<file path="src/rtl/matrix_keypad_scanner.sv">
// Matrix keypad scanner: synchronises active-low rows, walks the columns one
// per scan tick, debounces press and release, and queues key codes for a reader.
// Latency: a key code reaches kbrdata the clk after its push; pops take effect on the same edge.
// Backpressure: kbcs pops the head. A push into a full buffer with no pop is dropped and sets kb_ovf.
//
// Ports:
//   clk, rst_n      sole clock; asynchronous active-low reset
//   row[ROWS]       keypad rows, active-low, asynchronous to clk
//   col[COLS]       registered active-low column drive
//   kbcs            read strobe; pops one event per cycle while kb_valid
//   ovf_clr         synchronous clear of kb_ovf
//   kbrdata         head event code = row_idx*COLS + col_idx
//   kb_valid        event buffer non-empty
//   kb_ovf          sticky flag: an event was dropped
//   key_down        high while a debounced key is held
//
// Build option: define KEYPAD_FIFO_EN for a FIFO_DEPTH-entry event buffer.
// Without it the buffer is a single holding register and FIFO_DEPTH is ignored.

module matrix_keypad_scanner #(
  parameter int ROWS       = 4,
  parameter int COLS       = 4,
  parameter int SCAN_DIV   = 500000,
  parameter int DEBOUNCE   = 2,
  parameter int FIFO_DEPTH = 4,
  localparam int CODE_W    = ($clog2(ROWS*COLS) < 1) ? 1 : $clog2(ROWS*COLS)
) (
  input  logic              clk,
  input  logic              rst_n,
  input  logic [ROWS-1:0]   row,
  output logic [COLS-1:0]   col,
  input  logic              kbcs,
  input  logic              ovf_clr,
  output logic [CODE_W-1:0] kbrdata,
  output logic              kb_valid,
  output logic              kb_ovf,
  output logic              key_down
);

  localparam int RW   = (ROWS > 1) ? $clog2(ROWS) : 1;
  localparam int CW   = (COLS > 1) ? $clog2(COLS) : 1;
  localparam int TW   = $clog2(SCAN_DIV);
  localparam int DB_W = $clog2(DEBOUNCE + 1);

  localparam logic [TW-1:0]   TICK_MAX = TW'(SCAN_DIV - 1);
  localparam logic [CW-1:0]   COL_MAX  = CW'(COLS - 1);
  localparam logic [DB_W-1:0] DB_MAX   = DB_W'(DEBOUNCE);

  typedef enum logic [1:0] {
    ST_IDLE,
    ST_SCAN,
    ST_DEBOUNCE,
    ST_PRESSED
  } state_t;

  // ---------------------------------------------------------------------------
  // Row synchroniser. Resets to all ones so no key appears pressed after reset.
  // ---------------------------------------------------------------------------
  logic [ROWS-1:0] row_meta;
  logic [ROWS-1:0] row_s;

  always_ff @(posedge clk or negedge rst_n) begin
    if (!rst_n) begin
      row_meta <= '1;
      row_s    <= '1;
    end else begin
      row_meta <= row;
      row_s    <= row_meta;
    end
  end

  // ---------------------------------------------------------------------------
  // Scan tick: one clk pulse every SCAN_DIV cycles.
  // ---------------------------------------------------------------------------
  logic [TW-1:0] tick_cnt;
  logic          tick;

  assign tick = (tick_cnt == TICK_MAX);

  always_ff @(posedge clk or negedge rst_n) begin
    if (!rst_n) begin
      tick_cnt <= '0;
    end else if (tick) begin
      tick_cnt <= '0;
    end else begin
      tick_cnt <= tick_cnt + TW'(1);
    end
  end

  // ---------------------------------------------------------------------------
  // Scan / debounce FSM
  // ---------------------------------------------------------------------------
  state_t            state, state_n;
  logic [CW-1:0]     col_idx, col_idx_n;
  logic [RW-1:0]     row_idx, row_idx_n;
  logic [ROWS-1:0]   row_pat, row_pat_n;
  logic [DB_W-1:0]   db_cnt, db_cnt_n;
  logic [DB_W-1:0]   rel_cnt, rel_cnt_n;
  logic [COLS-1:0]   col_n;
  logic [RW-1:0]     first_low;
  logic              any_low;
  logic              push;
  logic [CODE_W-1:0] push_code;

  assign any_low = (row_s != '1);

  // Lowest-index low row wins when several rows are pulled in one column.
  always_comb begin
    first_low = '0;
    for (int i = ROWS - 1; i >= 0; i--) begin
      if (!row_s[i]) first_low = RW'(i);
    end
  end

  always_comb begin
    state_n   = state;
    col_idx_n = col_idx;
    row_idx_n = row_idx;
    row_pat_n = row_pat;
    db_cnt_n  = db_cnt;
    rel_cnt_n = rel_cnt;
    push      = 1'b0;

    if (tick) begin
      unique case (state)
        ST_IDLE: begin
          if (any_low) begin
            state_n   = ST_SCAN;
            col_idx_n = '0;
          end
        end

        ST_SCAN: begin
          if (any_low) begin
            row_idx_n = first_low;
            row_pat_n = row_s;
            db_cnt_n  = DB_W'(1);
            rel_cnt_n = '0;
            // With a one-tick debounce the latching tick already qualifies.
            if (DB_MAX == DB_W'(1)) begin
              push    = 1'b1;
              state_n = ST_PRESSED;
            end else begin
              state_n = ST_DEBOUNCE;
            end
          end else if (col_idx == COL_MAX) begin
            state_n = ST_IDLE;
          end else begin
            col_idx_n = col_idx + CW'(1);
          end
        end

        ST_DEBOUNCE: begin
          if (row_s == row_pat) begin
            db_cnt_n = db_cnt + DB_W'(1);
            if ((db_cnt + DB_W'(1)) == DB_MAX) begin
              push      = 1'b1;
              state_n   = ST_PRESSED;
              rel_cnt_n = '0;
            end
          end else begin
            state_n = ST_IDLE;
          end
        end

        ST_PRESSED: begin
          if (!any_low) begin
            if ((rel_cnt + DB_W'(1)) == DB_MAX) begin
              state_n   = ST_IDLE;
              rel_cnt_n = '0;
            end else begin
              rel_cnt_n = rel_cnt + DB_W'(1);
            end
          end else begin
            rel_cnt_n = '0;
          end
        end

        default: state_n = ST_IDLE;
      endcase
    end

    // IDLE drives every column so any key pulls a row; otherwise one column low.
    if (state_n == ST_IDLE) begin
      col_n = '0;
    end else begin
      col_n = ~(COLS'(1) << col_idx_n);
    end

    push_code = CODE_W'(row_idx_n) * CODE_W'(COLS) + CODE_W'(col_idx_n);
  end

  always_ff @(posedge clk or negedge rst_n) begin
    if (!rst_n) begin
      state   <= ST_IDLE;
      col_idx <= '0;
      row_idx <= '0;
      row_pat <= '1;
      db_cnt  <= '0;
      rel_cnt <= '0;
      col     <= '0;
    end else begin
      state   <= state_n;
      col_idx <= col_idx_n;
      row_idx <= row_idx_n;
      row_pat <= row_pat_n;
      db_cnt  <= db_cnt_n;
      rel_cnt <= rel_cnt_n;
      col     <= col_n;
    end
  end

  assign key_down = (state == ST_PRESSED);

  // ---------------------------------------------------------------------------
  // Event buffer
  // ---------------------------------------------------------------------------
  logic pop;
  logic push_ok;
  logic drop;

`ifdef KEYPAD_FIFO_EN
  localparam int PTR_W = $clog2(FIFO_DEPTH);

  logic [CODE_W-1:0] mem [FIFO_DEPTH];
  logic [PTR_W-1:0]  wptr, rptr, rptr_nxt;
  logic [PTR_W:0]    count;
  logic              full;

  assign full     = (count == (PTR_W+1)'(FIFO_DEPTH));
  assign kb_valid = (count != '0);
  assign pop      = kbcs & kb_valid;
  // A pop frees a slot in the same cycle, so a full buffer still accepts.
  assign push_ok  = push & (~full | pop);
  assign drop     = push & ~push_ok;
  assign rptr_nxt = rptr + PTR_W'(1);

  always_ff @(posedge clk) begin
    if (push_ok) mem[wptr] <= push_code;
  end

  always_ff @(posedge clk or negedge rst_n) begin
    if (!rst_n) begin
      wptr    <= '0;
      rptr    <= '0;
      count   <= '0;
      kbrdata <= '0;
    end else begin
      if (push_ok) wptr <= wptr + PTR_W'(1);
      if (pop)     rptr <= rptr_nxt;

      if (push_ok && !pop)      count <= count + (PTR_W+1)'(1);
      else if (!push_ok && pop) count <= count - (PTR_W+1)'(1);

      // kbrdata is a register holding the head so it keeps its last value
      // once the buffer empties.
      if (pop) begin
        if (count == (PTR_W+1)'(1)) begin
          if (push_ok) kbrdata <= push_code;
        end else begin
          kbrdata <= mem[rptr_nxt];
        end
      end else if (!kb_valid && push_ok) begin
        kbrdata <= push_code;
      end
    end
  end
`else
  logic hold_vld;

  assign kb_valid = hold_vld;
  assign pop      = kbcs & hold_vld;
  assign push_ok  = push & (~hold_vld | pop);
  assign drop     = push & ~push_ok;

  always_ff @(posedge clk or negedge rst_n) begin
    if (!rst_n) begin
      hold_vld <= 1'b0;
      kbrdata  <= '0;
    end else if (push_ok) begin
      hold_vld <= 1'b1;
      kbrdata  <= push_code;
    end else if (pop) begin
      hold_vld <= 1'b0;
    end
  end
`endif

  // A drop in the same cycle as a clear wins, so no loss goes unreported.
  always_ff @(posedge clk or negedge rst_n) begin
    if (!rst_n) begin
      kb_ovf <= 1'b0;
    end else if (drop) begin
      kb_ovf <= 1'b1;
    end else if (ovf_clr) begin
      kb_ovf <= 1'b0;
    end
  end

endmodule

</file>
<file path="config.mk">
export PLATFORM = sky130hd
export DESIGN_NAME = matrix_keypad_scanner
export DESIGN_NICKNAME = d
export VERILOG_FILES = /design/src/rtl/matrix_keypad_scanner.sv
export SDC_FILE = /design/constraint.sdc
export NUM_CORES = 1
export LEC_CHECK = 0
export ABC_AREA = 1
export CAP_MARGIN = 20
export CORE_MARGIN = 1
export CORE_UTILIZATION = 25
export CTS_BUF_LIST = sky130_fd_sc_hd__clkbuf_2
export DETAILED_ROUTE_END_ITERATION = 8
export GPL_TIMING_DRIVEN = 0
export MAX_ROUTING_LAYER = met4
export PLACE_DENSITY = 0.42
export SLEW_MARGIN = 25
export SYNTH_ARGS = -nofsm -noshare
export SYNTH_HDL_FRONTEND = slang
export SYNTH_SLANG_ARGS = --single-unit
</file>
<file path="constraint.sdc">
create_clock -name clk -period 2.7 [get_ports clk]
set_clock_uncertainty 0.1 [all_clocks]
set_input_delay 0.27 -clock clk [delete_from_list [all_inputs] [get_ports clk]]
set_output_delay 0.27 -clock clk [all_outputs]
set_load 0.05 [all_outputs]
</file>
==> out/qor.txt, run 1 <==
routability cong. -> 0.785
PortBufs -> 18
CP Launch Point -> state[1]$_DFF_PN0_
I/O pins -> 19
period utilisation layout -> 0.891
initial antenna violation count -> 0
synthesized area -> 2640 sq um
post-synthesis cell type count -> 27
slowest stage cell on the critical path -> clkdlybuf4s50_1
Leak -> 1.48 nW
RSZ-0062 raised after global routing -> no
Startpoint Class -> flop
hold path startpoint -> row[3]
CP endpoint kind -> primary output
pin count of the biggest net entering global routing -> 52
Clk Tree Root Cell -> clkbuf_2
Post-CTS Setup Bufs -> 0
clk sink count -> 51
wire length of the first global-routing pass -> 9870 um
#FFs+latches synth -> 51
Final Hold Viols -> 0
Post-Syn Instances -> 341
Hold Path Class -> in -> reg
Clock Path Buffers -> 2
Worst Hold Slack -> 0.0946 ns
number of global-route vias before repair -> 2,019
Power, Total -> 1.35 mW
relative slew slack -> 0.560
layout cell share with drive strength beyond 1 -> 0.119
DRC Markers -> 0
pwr/cell area -> 434 nW/um^2
drt wl/cell -> 11.4 um
CP Capture Point -> key_down
Num CTS Buffers -> 5
sequential area share after synthesis -> 0.489
Yosys warning count -> 0
crit path max fanout -> 5
die area -> 11,000 sq um
DP HPWL -> 4350 um
core area -> 10,300 sq um
outcome -> finished clean
placed cell area -> 2990 sq um
Crit Reg-Reg Startpoint -> tick_cnt[0]$_DFF_PN0_
Rows -> 37
Vias -> 2,131
path type of the worst setup path -> reg -> out
Slew Viols, Final -> 0
worst endpoint data arrival time -> 2.04 ns
WP data required -> 2.33 ns
Worst Reg2Reg Path Length in Cells -> 10
Reg2Reg Setup Slack -> 0.68 ns
post-cts sizing count -> 0
diode count -> 0
final setup vio count -> 0
Avg Cell Area, Syn -> 7.74 sq um
Setup TNS -> 0 ns
starting density of the core -> 0.257
slowest stage delay, CP -> 0.82 ns
TritonCTS clock tree -> done
Via density -> 4.22
post-synthesis net count -> 351
Fillers -> 1,134
drt pass-1 iters -> 4
Detail Route Antenna Nets -> 0
clock latency at the later pin of the worst-skew pair -> 0.45 ns
Die X-Extent -> 105 um
max cap viols -> 0
VDD IR max -> 0.157 mV
GR Util All Layers -> 0.116
final-stage net count -> 378
final wirelength -> 5740 um
global route total overflow -> 0
post-route design area -> 3100 sq um
Achievable Freq -> 415 MHz
crit-path cells -> nand2_1 -> inv_1 -> clkdlybuf4s50_1
Worst Max-Slew Pin Slew -> 0.661 ns
Area growth syn-to-layout -> 17.6%
chip height -> 105 um
Initial DRC Count -> 68
hold buffer count at CTS -> 1
RR Endpoint -> col[1]$_DFF_PN0_
H-Tree Depth -> 2
Tmin final -> 2.41 ns
Clock Pin Slew Worst Setup and Hold Paths -> 0.27 ns
power by group:
group	total [mW]	switching (mW)	internal, mW
registers	0.782	0.00412	0.778
clock network	0.524	0.269	0.256
logic	0.0399	0.0253	0.0146
total	1.35	0.298	1.05
final cells by class:
cell class	instances	area [sq um]	share of cell area
sequential	51	1290	0.416
inverter	57	214	0.0690
buffer	1	5.00	0.00161
clock inverter	3	71.3	0.0230
multi-input combinational	232	1130	0.364
clock buffer	5	25.0	0.00806
timing repair buffer	20	198	0.0637
tap	136	170	0.0548
cells in the mapped netlist:
master	n	area share
nor4_1	1	0.0024
inv_2	2	0.0028
nand2_1	107	0.15
xor2_1	8	0.027
ha_1	2	0.0095
nand3_1	18	0.034
nand3_2	3	0.011
o21ai_0	13	0.025
a21oi_2	1	0.0033
nand4_1	8	0.019
inv_1	55	0.078
buf_2	1	0.0019
nor2_4	6	0.026
nor3b_1	1	0.0028
o22ai_1	1	0.0024
nor3_2	2	0.0076
a211o_1	1	0.0033
o211ai_1	2	0.0057
o21a_1	1	0.0028
nor2_1	37	0.053
o21ai_1	3	0.0057
dfrtp_1	39	0.37
nor3_1	4	0.0076
a21oi_1	5	0.0095
nand2_2	6	0.014
dfstp_2	12	0.12
nor2_2	2	0.0047
how the worst min path moves through the flow:
stage / end / slack, ns / cells after the start
2_1_floorplan: col[0]$_DFF_PN0_ / -0.13 / 0
6_report: row_meta[3]$_DFF_PN1_ / 0.09 / 1
5_1_grt: row_meta[3]$_DFF_PN1_ / 0.04 / 1
3_5_place_dp: row_s[1]$_DFF_PN1_ / 0.25 / 0
3_3_place_gp: row_s[1]$_DFF_PN1_ / 0.25 / 0
4_1_cts: row_meta[0]$_DFF_PN1_ / 0.02 / 1
routing by layer:
metal,global-route usage,routed length [um]
met1,0.159,2890
met2,0.176,2630
met3,0.0193,181
met4,0.0362,44
met5,-,0
placed cells by master (no fill, tap or decap), types with 3 or more instances in the layout:
| cell type | count |
|---|---|
| a21oi_1 | 5 |
| clkbuf_2 | 5 |
| clkdlybuf4s50_1 | 17 |
| dfrtp_1 | 39 |
| dfstp_2 | 12 |
| inv_1 | 55 |
| nand2_1 | 107 |
| nand2_2 | 6 |
| nand3_1 | 18 |
| nand3_2 | 3 |
| nand4_1 | 8 |
| nor2_1 | 37 |
| nor2_4 | 6 |
| nor3_1 | 4 |
| o21ai_0 | 13 |
| o21ai_1 | 3 |
| xor2_1 | 8 |
critical path: cells and delay by family, from the launching register on:
kind                   cells  cell delay, ns
buffers and inverters      2            0.95
DFF                        1            0.54
and+or+nand+nor            1            0.12
state kept, by name, summed over array words and instances (netlist names):
register  count
rel_cnt       2
kbrdata       4
row_idx       2
tick_cnt     19
kb_valid      1
row_pat       4
col           4
state         2
row_meta      4
col_idx       2
row_s         4
db_cnt        2
kb_ovf        1
metrics by stage:
stage	utilization	instances	setup WS [ns]
6_report	0.302	505	0.293
4_1_cts	0.301	504	0.254
5_1_grt	0.302	505	0.193
3_3_place_gp	0.291	495	-0.379
3_5_place_dp	0.291	495	0.638
2_1_floorplan	-	341	1.04
cell families after synthesis:
group	Yosys count	share of synthesized area
fa+ha+maj	2	0.00948
buf+inv	58	0.0830
flops	51	0.489
compound gates	27	0.0574
simple gates	195	0.334
xor+xnor	8	0.0266
No activity file was read; power rests on OpenSTA's default activity.
==> inputs of run 2 (changes only) <==
Settings changed: PLACE_DENSITY 0.42 to unset, PLACE_DENSITY_LB_ADDON set to 0.3.
==> run 2 against run 1 <==
Final area shrank 1.3%. Maximum frequency grew 0.23%. Critical path type unchanged. Largest power group unchanged. Global-route usage shrank 0.26 points.
==> out/qor.txt, run 2 (synthesized netlist as in run 1, its figures left out) <==
core area -> 10,300 sq um
Fillers -> 1,117
Worst Max-Slew Pin Slew -> 0.635 ns
outcome -> finished clean
clk sink count -> 51
most flop-heavy register -> tick_cnt
area of the multi-input gates -> 1130 sq um
Worst Hold Slack -> 0.0792 ns
final core utilization -> 0.298
Via density -> 4.21
Area growth syn-to-layout -> 16.1%
final wirelength -> 5490 um
VDD IR max -> 0.175 mV
routability cong. -> 0.821
final-stage net count -> 377
TritonCTS clock tree -> done
pin count of the biggest net entering global routing -> 52
path type of the worst setup path -> reg -> out
Clock Path Buffers -> 2
initial antenna violation count -> 0
Clock Pin Slew Worst Setup and Hold Paths -> 0.27 ns
crit path max fanout -> 5
drt pass-1 iters -> 6
Initial DRC Count -> 80
DP HPWL -> 4140 um
max reg flops -> 19
post-cts sizing count -> 0
commonest non-fill, non-tap cell in the layout -> nand2_1
Slew Viols, Final -> 0
Finished Layout Cells -> 504
clock latency at the later pin of the worst-skew pair -> 0.44 ns
final setup vio count -> 0
wire length of the first global-routing pass -> 9720 um
relative slew slack -> 0.577
RSZ-0062 raised after global routing -> no
I/O pins -> 19
placed cell count -> 495
number of global-route vias before repair -> 2,050
H-Tree Depth -> 2
layout cell share with drive strength beyond 1 -> 0.117
Tmin final -> 2.40 ns
Hold Path Class -> in -> reg
worst endpoint data arrival time -> 2.03 ns
Clk Tree Root Cell -> clkbuf_2
Worst Reg2Reg Path Length in Cells -> 10
register area -> 1290 sq um
die area -> 11,000 sq um
Rows -> 37
Achievable Freq -> 416 MHz
Post-CTS Setup Bufs -> 0
Final Hold Viols -> 0
max cap viols -> 0
hold path cells -> 1
Num CTS Buffers -> 5
GR Util All Layers -> 0.114
DRC Markers -> 0
Leak -> 1.46 nW
PortBufs -> 18
Die X-Extent -> 105 um
WP data required -> 2.33 ns
diode count -> 0
Detail Route Antenna Nets -> 0
chip height -> 105 um
commonest cells after routing, fill and taps aside -> nand2_1, inv_1, dfrtp_1
period utilisation layout -> 0.889
Startpoint Class -> flop
Vias -> 2,122
Power, Total -> 1.23 mW
drt wl/cell -> 10.9 um
hold buffer count at CTS -> 1
CP endpoint kind -> primary output
starting density of the core -> 0.257
pwr/cell area -> 401 nW/um^2
global route total overflow -> 0
run 2: cell count changes in the layout (fill, tap and decap cells not counted):
cell | before | now
inv_8 | 1 | 0
dlygate4sd3_1 | 2 | 1
clkinv_1 | 0 | 1
bufinv_16 | 2 | 1
inv_6 | 0 | 1
run 2: area by class of cell:
class,count,area share
Sequential cell,51,0.421
Buffer,1,0.00163
Multi-Input combinational cell,232,0.368
Tap cell,136,0.0555
Clock inverter,3,0.0139
Inverter,57,0.0698
Timing Repair Buffer,19,0.0612
Clock buffer,5,0.00817
run 2: power by group:
group          total, mW  switching (mW)  internal, mW
Combinational     0.0384          0.0247        0.0136
Clock              0.411           0.253         0.157
Sequential         0.781         0.00369         0.777
Total               1.23           0.282         0.948
run 2: final timing paths:
check | startpoint | endpoint | slack [ns]
worst max register to register | tick_cnt[0]$_DFF_PN0_ | col[0]$_DFF_PN0_ | 0.68
worst max-delay path | state[1]$_DFF_PN0_ | key_down | 0.30
min in group asynchronous | rst_n | col_idx[0]$_DFF_PN0_ | 0.24
worst min-delay path | row[2] | row_meta[2]$_DFF_PN1_ | 0.08
worst min register to register | row_meta[2]$_DFF_PN1_ | row_s[2]$_DFF_PN1_ | 0.30
max in group asynchronous | rst_n | row_idx[1]$_DFF_PN0_ | 1.82
run 2: stage by stage:
step / TNS (ns) / cell area (sq um) / worst slack, ns
final: 0 / 3060 / 0.299
after global routing: 0 / 3060 / 0.179
after CTS: 0 / 3060 / 0.267
after detailed placement: 0 / 2990 / 0.663
after global placement: -9.00 / 2990 / -0.233
after floorplan: 0 / 2640 / 1.04
run 2: worst max-delay path: stages (launching register included):
cell and delay [ns]:
dfrtp_1 0.52, nand2_1 0.11, inv_1 0.14, clkdlybuf4s50_1 0.82
run 2: metal layers:
metal / GRT usage / share of wire
met5: - / 0
met4: 0.0332 / 0.0058
met3: 0.0225 / 0.025
met2: 0.174 / 0.46
met1: 0.153 / 0.51
